===== config.mk =====
export PLATFORM = sky130hd
export DESIGN_NAME = barrett_final_correct
export DESIGN_NICKNAME = d
export VERILOG_FILES = /design/src/rtl/barrett_final_correct.sv
export SDC_FILE = /design/constraint.sdc
export NUM_CORES = 1
export LEC_CHECK = 0
export CORE_ASPECT_RATIO = 1.5
export CORE_UTILIZATION = 49
export DETAILED_ROUTE_END_ITERATION = 12
export PLACE_DENSITY = 0.9
export SKIP_CTS_REPAIR_TIMING = 1
export SLEW_MARGIN = 40
export SYNTH_ARGS = -nofsm -noshare
export SYNTH_HDL_FRONTEND = slang
export SYNTH_SLANG_ARGS = --single-unit

===== constraint.sdc =====
create_clock -name clk -period 4 [get_ports clk]
set_input_delay 0.8 -clock clk [delete_from_list [all_inputs] [get_ports clk]]
set_output_delay 0.8 -clock clk [all_outputs]
set_load 0.02 [all_outputs]

===== src/rtl/barrett_final_correct.sv =====
// barrett_final_correct: final correction stage of the Barrett modular multiplier.
// It takes a partial remainder r (expected < 3m) and subtracts m up to twice until
// r < m. The reduced residue, the subtraction count and an error flag are then
// presented on a valid/ready output.
// Optional feature macro: BARRETT_CORR_ERR_EN. When it is defined, the err output
// is driven high if the input violated r < 3m. When it is undefined, err is tied to 0.
module barrett_final_correct #(
  parameter int N = 4
) (
  input  logic         clk,
  input  logic         rst_n,
  input  logic         in_valid,
  output logic         in_ready,
  input  logic [N+1:0] r_in,
  input  logic [N-1:0] m_in,
  output logic         out_valid,
  input  logic         out_ready,
  output logic [N-1:0] res,
  output logic [1:0]   sub_cnt,
  output logic         err
);

  typedef enum logic [1:0] {IDLE, CMP, DONE} state_t;

  state_t       state;
  state_t       state_nxt;
  logic [N+1:0] r_q;
  logic [N-1:0] m_q;
  logic [1:0]   cnt;
  logic [N+1:0] diff;
  logic         no_borrow;
  logic         take_sub;

  // Ripple-carry two's-complement adder; returns {carry_out, sum}
  function automatic logic [N+2:0] rca(input logic [N+1:0] a,
                                       input logic [N+1:0] b,
                                       input logic         c_in);
    logic [N+1:0] s;
    logic         c;
    c = c_in;
    for (int i = 0; i < N + 2; i++) begin
      s[i] = a[i] ^ b[i] ^ c;
      c    = (a[i] & b[i]) | (c & (a[i] ^ b[i]));
    end
    return {c, s};
  endfunction

  // r_q - m_q over N+2 bits with m zero-extended; a carry-out of 1 means r_q >= m_q
  assign {no_borrow, diff} = rca(r_q, ~{2'b00, m_q}, 1'b1);
  assign take_sub = no_borrow && (cnt != 2'd2);

  // State register
  always_ff @(posedge clk or negedge rst_n) begin
    if (!rst_n) state <= IDLE;
    else        state <= state_nxt;
  end

  // Next-state decode and handshake outputs
  always_comb begin
    state_nxt = state;
    in_ready  = 1'b0;
    out_valid = 1'b0;
    case (state)
      IDLE: begin
        in_ready = 1'b1;
        if (in_valid) state_nxt = CMP;
      end
      CMP: begin
        if (!take_sub) state_nxt = DONE;
      end
      DONE: begin
        out_valid = 1'b1;
        if (out_ready) state_nxt = IDLE;
      end
      default: state_nxt = IDLE;
    endcase
  end

  // Operand capture, iterative subtraction and result latching
  always_ff @(posedge clk or negedge rst_n) begin
    if (!rst_n) begin
      r_q     <= '0;
      m_q     <= '0;
      cnt     <= '0;
      res     <= '0;
      sub_cnt <= '0;
    end else begin
      case (state)
        IDLE: begin
          if (in_valid) begin
            r_q <= r_in;
            m_q <= m_in;
            cnt <= 2'd0;
          end
        end
        CMP: begin
          if (take_sub) begin
            r_q <= diff;
            cnt <= cnt + 2'd1;
          end else begin
            res     <= r_q[N-1:0];
            sub_cnt <= cnt;
          end
        end
        default: ;
      endcase
    end
  end

`ifdef BARRETT_CORR_ERR_EN
  logic err_q;

  // Error flag: decided on the CMP-to-DONE transition, held until the next one
  always_ff @(posedge clk or negedge rst_n) begin
    if (!rst_n) err_q <= 1'b0;
    else if (state == CMP && !take_sub) err_q <= no_borrow;
  end

  assign err = err_q;
`else
  assign err = 1'b0;
`endif

endmodule

==> metrics, run 1 <==
total wire length=1780 um; Finished Layout Cells=127; post-layout min period=3.06 ns; met1 Resource Use GR=21.9%; flops & latches, synth=20; TNS Setup=0 ns; CP required=4.19 ns; synthesized area per cell=12.5 sq um; Warnings, synthesis=0; Pre-antenna DRT Iters=2; crit path cell chain=inv_1, ha_1, inv_1, fa_1, inv_1, fa_1, inv_1, fa_1, inv_1, ha_1, ha_1, or3b_1, a21oi_4, mux2_4; drc violations=0; Max Fclk=326 MHz; initial antenna violation count=0; area grow syn2layout=24.4%; cell row count=20; VDD IR max=565 uV; core footprint=2000 sq um; Post-Syn Nets=104; ANT nets after route=0; CP delay by family, top=adder cells; htree depth=1; DIE AREA=2300 sq um; root buffer cell=clkbuf_4; vias in the first global route=708; clock latency on the worst-skew pair=0.30 ns; met2 GRT Util=33.7%; GPL Wtd Cong=0.747; nets@finish=127; CP endpoint kind=register; routed length per instance=14.0 um; Initial Util=51.7%; Final Cycle Share=76.6%; Critical Path Start Type=register; post-synthesis cell count=83; synth unique cells=24; final setup violation count=0; max-cap viol count=0; status=completed; number of CTS-inserted buffers=3; Die Height=58.3 um; overall power=1130 uW; # IOs=23; fillers=163; Fin. Hold Viols=0; cell count after placement=123; die width=39.5 um; fin. max-slew vios=0; WS Path Type=register to register; Pleak=0.000611 uW; First DRT Iteration DRCs=12; routed vias=658; post-layout util=64.3%; fraction of layout cells with a size suffix above 1=13.3%; first-pass GRT wire length=2960 um; cell area after layout=1290 sq um; gr usage total=19.5%; Via-to-Cell Ratio=5.18; CTS clk-pin slew, worst paths=0.11 ns; # diodes=0; M3 GR Usage=2.30%; slowest CP cell=or3b_1; Most Crowded Layer GR=met2; crit-path max cell delay=0.39 ns; Cell Area, Placed=1250 sq um; CTS max path bufs=2; Hold Crit Class=input pin to async pin; CTS tree=done; Cell Area, Synth=1030 sq um; largest net degree at the start of global routing=21; Num Clock Sinks=20; RSZ-0062 raised after global routing=no; CP most frequent cell=inv_1; Arrival @ worst endpoint=3.26 ns; Crit Path Max Fanout=9; placed wire-length estimate=1430 um; gr ovfl total=0; crit path buf inv count=5; PwrDens=880 nW/um^2; Setup Skew=0.00399 ns; sequential share of the synthesized area=48.4%; # port buffers=21
-- sequential cells by signal, summed over array words and instances, names as in the netlist --
signal and count:
r_q 6, sub_cnt 2, res 4, m_q 4, cnt 2, state 2
-- placed cells by master, fill, tap and decap left out, types with 2 or more instances in the layout --
cell type         n
a21oi_1           4
mux2_1            8
clkbuf_4          3
nor2_1            3
mux2_2            4
mux2_4            3
nor3b_1           4
clkdlybuf4s50_1  20
inv_1            12
fa_1              3
dfrtp_1          20
nand2b_1          2
mux2i_1           4
ha_1              4
-- power by group --
| part | internal, uW | switching (uW) | leakage (uW) |
|---|---|---|---|
| registers | 307 | 74.0 | 0.000243 |
| clock network | 55.5 | 59.6 | 0.0000210 |
| logic | 333 | 304 | 0.000346 |
-- synth_stat cells --
| library cell | instances | area (sq um) |
|---|---|---|
| mux2_2 | 4 | 45.0 |
| mux2_4 | 3 | 45.0 |
| clkbuf_1 | 1 | 3.75 |
| a21oi_4 | 1 | 16.3 |
| conb_1 | 1 | 3.75 |
| or3b_1 | 1 | 8.76 |
| ha_1 | 4 | 50.1 |
| and2b_1 | 1 | 7.51 |
| inv_1 | 12 | 45.0 |
| a21o_1 | 1 | 7.51 |
| and2_1 | 1 | 6.26 |
| nand2b_1 | 2 | 12.5 |
| fa_1 | 3 | 60.1 |
| nor2_2 | 1 | 6.26 |
| buf_2 | 1 | 5.00 |
| mux2_1 | 8 | 90.1 |
| buf_4 | 1 | 7.51 |
| nor3b_1 | 4 | 30.0 |
| dfrtp_1 | 20 | 500 |
| nand3b_1 | 1 | 7.51 |
| a21oi_1 | 4 | 20.0 |
| nor2_1 | 3 | 11.3 |
| o21ai_1 | 1 | 5.00 |
| mux2i_1 | 4 | 40.0 |
-- path summary, 6_finish.rpt --
kind	startpoint	endpoint	slack, ns	cells past startpoint
setup / recovery	r_q[0]	r_q[3]	0.94	14
hold / removal	rst_n	r_q[4]	0.42	1
setup reg to reg	r_q[0]	r_q[3]	0.94	14
hold reg to reg	sub_cnt[0]	sub_cnt[0]	0.49	1
max in group asynchronous	rst_n	m_q[1]	3.28	1
min in group clk	sub_cnt[0]	sub_cnt[0]	0.49	1
-- through the flow --
| step | hold slack, ns | worst slack (ns) |
|---|---|---|
| 2_1_floorplan | 0.464 | 1.15 |
| 3_3_place_gp | 0.467 | 0.966 |
| 3_5_place_dp | 0.476 | 0.896 |
| 4_1_cts | 0.438 | 0.888 |
| 5_1_grt | 0.458 | 0.766 |
| 6_report | 0.419 | 0.935 |
-- routing by layer --
metal | routed length (um) | vias to the layer above
li1 | - | 313
met1 | 704 | 322
met2 | 963 | 19
met3 | 69 | 4
met4 | 44 | 0
met5 | 0 | -
-- layout make-up --
type | count | area (sq um) | share of cell area [%]
tap | 22 | 27.5 | 2.14
multi-input combinational | 48 | 473 | 36.7
sequential | 20 | 500 | 38.9
timing repair buffer | 21 | 205 | 15.9
inverter | 12 | 45.0 | 3.50
clock buffer | 4 | 36.3 | 2.82
-- cell families after synthesis --
group	share of synthesized area [%]
AOI/OAI and AO/OA	4.72
DFF	48.4
muxes	21.3
buffers and inverters	5.92
other	0.362
adders and majority gates	10.6
and+or+nand+nor	8.71
(Power assumes the default switching activity.)
==> run 2, diff against run 1 <==
==> constraint.sdc (replaced) <==
create_clock -name clk -period 2.95 [get_ports clk]
set_input_delay 0.59 -clock clk [delete_from_list [all_inputs] [get_ports clk]]
set_output_delay 0.59 -clock clk [all_outputs]
set_load 0.02 [all_outputs]
==> run 2 against run 1 <==
Effect of this change:
- critical path depth is 1 lower
- clock power increased by 38%
- cell count increased by 3.9%
- combinational power increased by 70%
- the run now ends with negative setup slack left
- sequential share of layout area is 2.6 points lower
- register-to-register slack worse by 0.95 ns
- global-route usage increased by 0.47 points
- first-iteration DRC count grew 25%
- worst hold slack got worse by 0.22 ns
- count of clock-buffer cells in the layout is the same
- sequential power increased by 37%
- clock skew down 0.0018 ns
==> metrics, run 2 (synthesis gave the netlist of run 1 again) <==
status=complete, but fails checks; violated checks=negative setup slack; Initial Util=51.7%; CTS tree=done; CTS clk-pin slew, worst paths=0.11 ns; combinational share of power=61.3%; # IOs=23; Num Clock Sinks=20; CP required=3.15 ns; Pint=1080 uW; # port buffers=21; Critical Path Start Type=register; fin. max-slew vios=0; Largest register FFs=6; overall power=1760 uW; Fin. Hold Viols=0; most frequent cells in the layout=dfrtp_1, clkdlybuf4s50_1, mux2_1; core footprint=2000 sq um; routed length per instance=14.8 um; root buffer cell=clkbuf_4; post-layout min period=2.97 ns; Clk pwr share=9.0%; Final Cycle Share=101%; WS Path Type=register to register; htree depth=1; First DRT Iteration DRCs=15; Max Fclk=337 MHz; die width=39.5 um; VDD IR max=747 uV; RSZ-0062 raised after global routing=yes; Largest Register=r_q; Hold WS=0.201 ns; # diodes=0; number of CTS-inserted buffers=3; total wire length=1950 um; clock latency on the worst-skew pair=0.30 ns; Via-to-Cell Ratio=5.36; PwrDens=1280 nW/um^2; switching pwr=681 uW; fin worst setup slack=-0.0161 ns; dpl ws=-0.0303 ns; fraction of layout cells with a size suffix above 1=28.2%; nets@finish=132; Sw Ratio=38.7%; Largest regs=r_q (6), m_q (4), res (4); gr usage total=19.9%; Hold Crit Class=input pin to async pin; fillers=160; final setup violation count=3; gr ovfl total=0; max-cap viol count=0; placed wire-length estimate=1410 um; drc violations=0; GPL Wtd Cong=0.756; Seq pwr share=29.7%; Arrival @ worst endpoint=3.17 ns; first-pass GRT wire length=3060 um; Pleak=0.000631 uW; area grow syn2layout=33.4%; routed vias=707; vias in the first global route=735; CTS max path bufs=2; Die Height=58.3 um; cell row count=20; DIE AREA=2300 sq um; ANT nets after route=0; largest net degree at the start of global routing=21; Pre-antenna DRT Iters=4; initial antenna violation count=0; Crit Path Max Fanout=5; Setup Skew=0.00215 ns; CP endpoint kind=register
==> run 2: routing by layer <==
metal	routed length (um)	global-route usage (%)
met5	0	0
met4	53	8.87
met3	89	3.45
met2	1060	33.7
met1	746	23.5
==> run 2: path summary, 6_finish.rpt <==
check | depth (start not counted) | end | from | slack, ns
min in group clk | 1 | sub_cnt[0] | sub_cnt[0] | 0.49
min reg2reg | 1 | sub_cnt[0] | sub_cnt[0] | 0.49
max | 13 | cnt[1] | m_q[0] | -0.02
min | 1 | r_q[4] | rst_n | 0.20
max in group asynchronous | 1 | r_q[3] | rst_n | 2.45
max reg2reg | 13 | cnt[1] | m_q[0] | -0.02
==> run 2: per-stage QoR <==
| stage | area, sq um | util (%) | setup TNS, ns | instances |
|---|---|---|---|---|
| 2_1_floorplan | 1030 | - | 0 | 83 |
| 3_3_place_gp | 1280 | 63.9 | 0 | 126 |
| 3_5_place_dp | 1270 | 63.6 | -0.152 | 126 |
| 4_1_cts | 1310 | 65.4 | -0.346 | 130 |
| 5_1_grt | 1380 | 68.9 | -0.609 | 132 |
| 6_report | 1380 | 68.9 | -0.0413 | 132 |
==> run 2: worst max-delay path, cell delays in order, from the launching register on <==
cell and delay (ns):
dfrtp_1 0.43, ha_4 0.17, inv_2 0.05, fa_2 0.19
inv_2 0.04, fa_2 0.35, inv_2 0.07, fa_2 0.19
inv_2 0.04, ha_4 0.15, ha_4 0.15, or3b_4 0.40
a21oi_4 0.28, mux2_4 0.33
==> run 2: power by group through the flow <==
stage | Sequential (uW) | Clock, uW | Combinational (uW)
detailed placement | 524 | 0 | 930
finish | 523 | 159 | 1080
global placement | 515 | 0 | 874
floorplan | 534 | 0 | 610
CTS | 520 | 160 | 943
global route | 542 | 175 | 1180
==> run 2: cell type report <==
cell class	instances	area (sq um)	share of cell area, %
clock buffer	4	36.3	2.63
inverter	12	45.0	3.26
multi-input combinational	48	520	37.7
sequential	20	500	36.3
tap	22	27.5	1.99
timing repair buffer	26	250	18.1
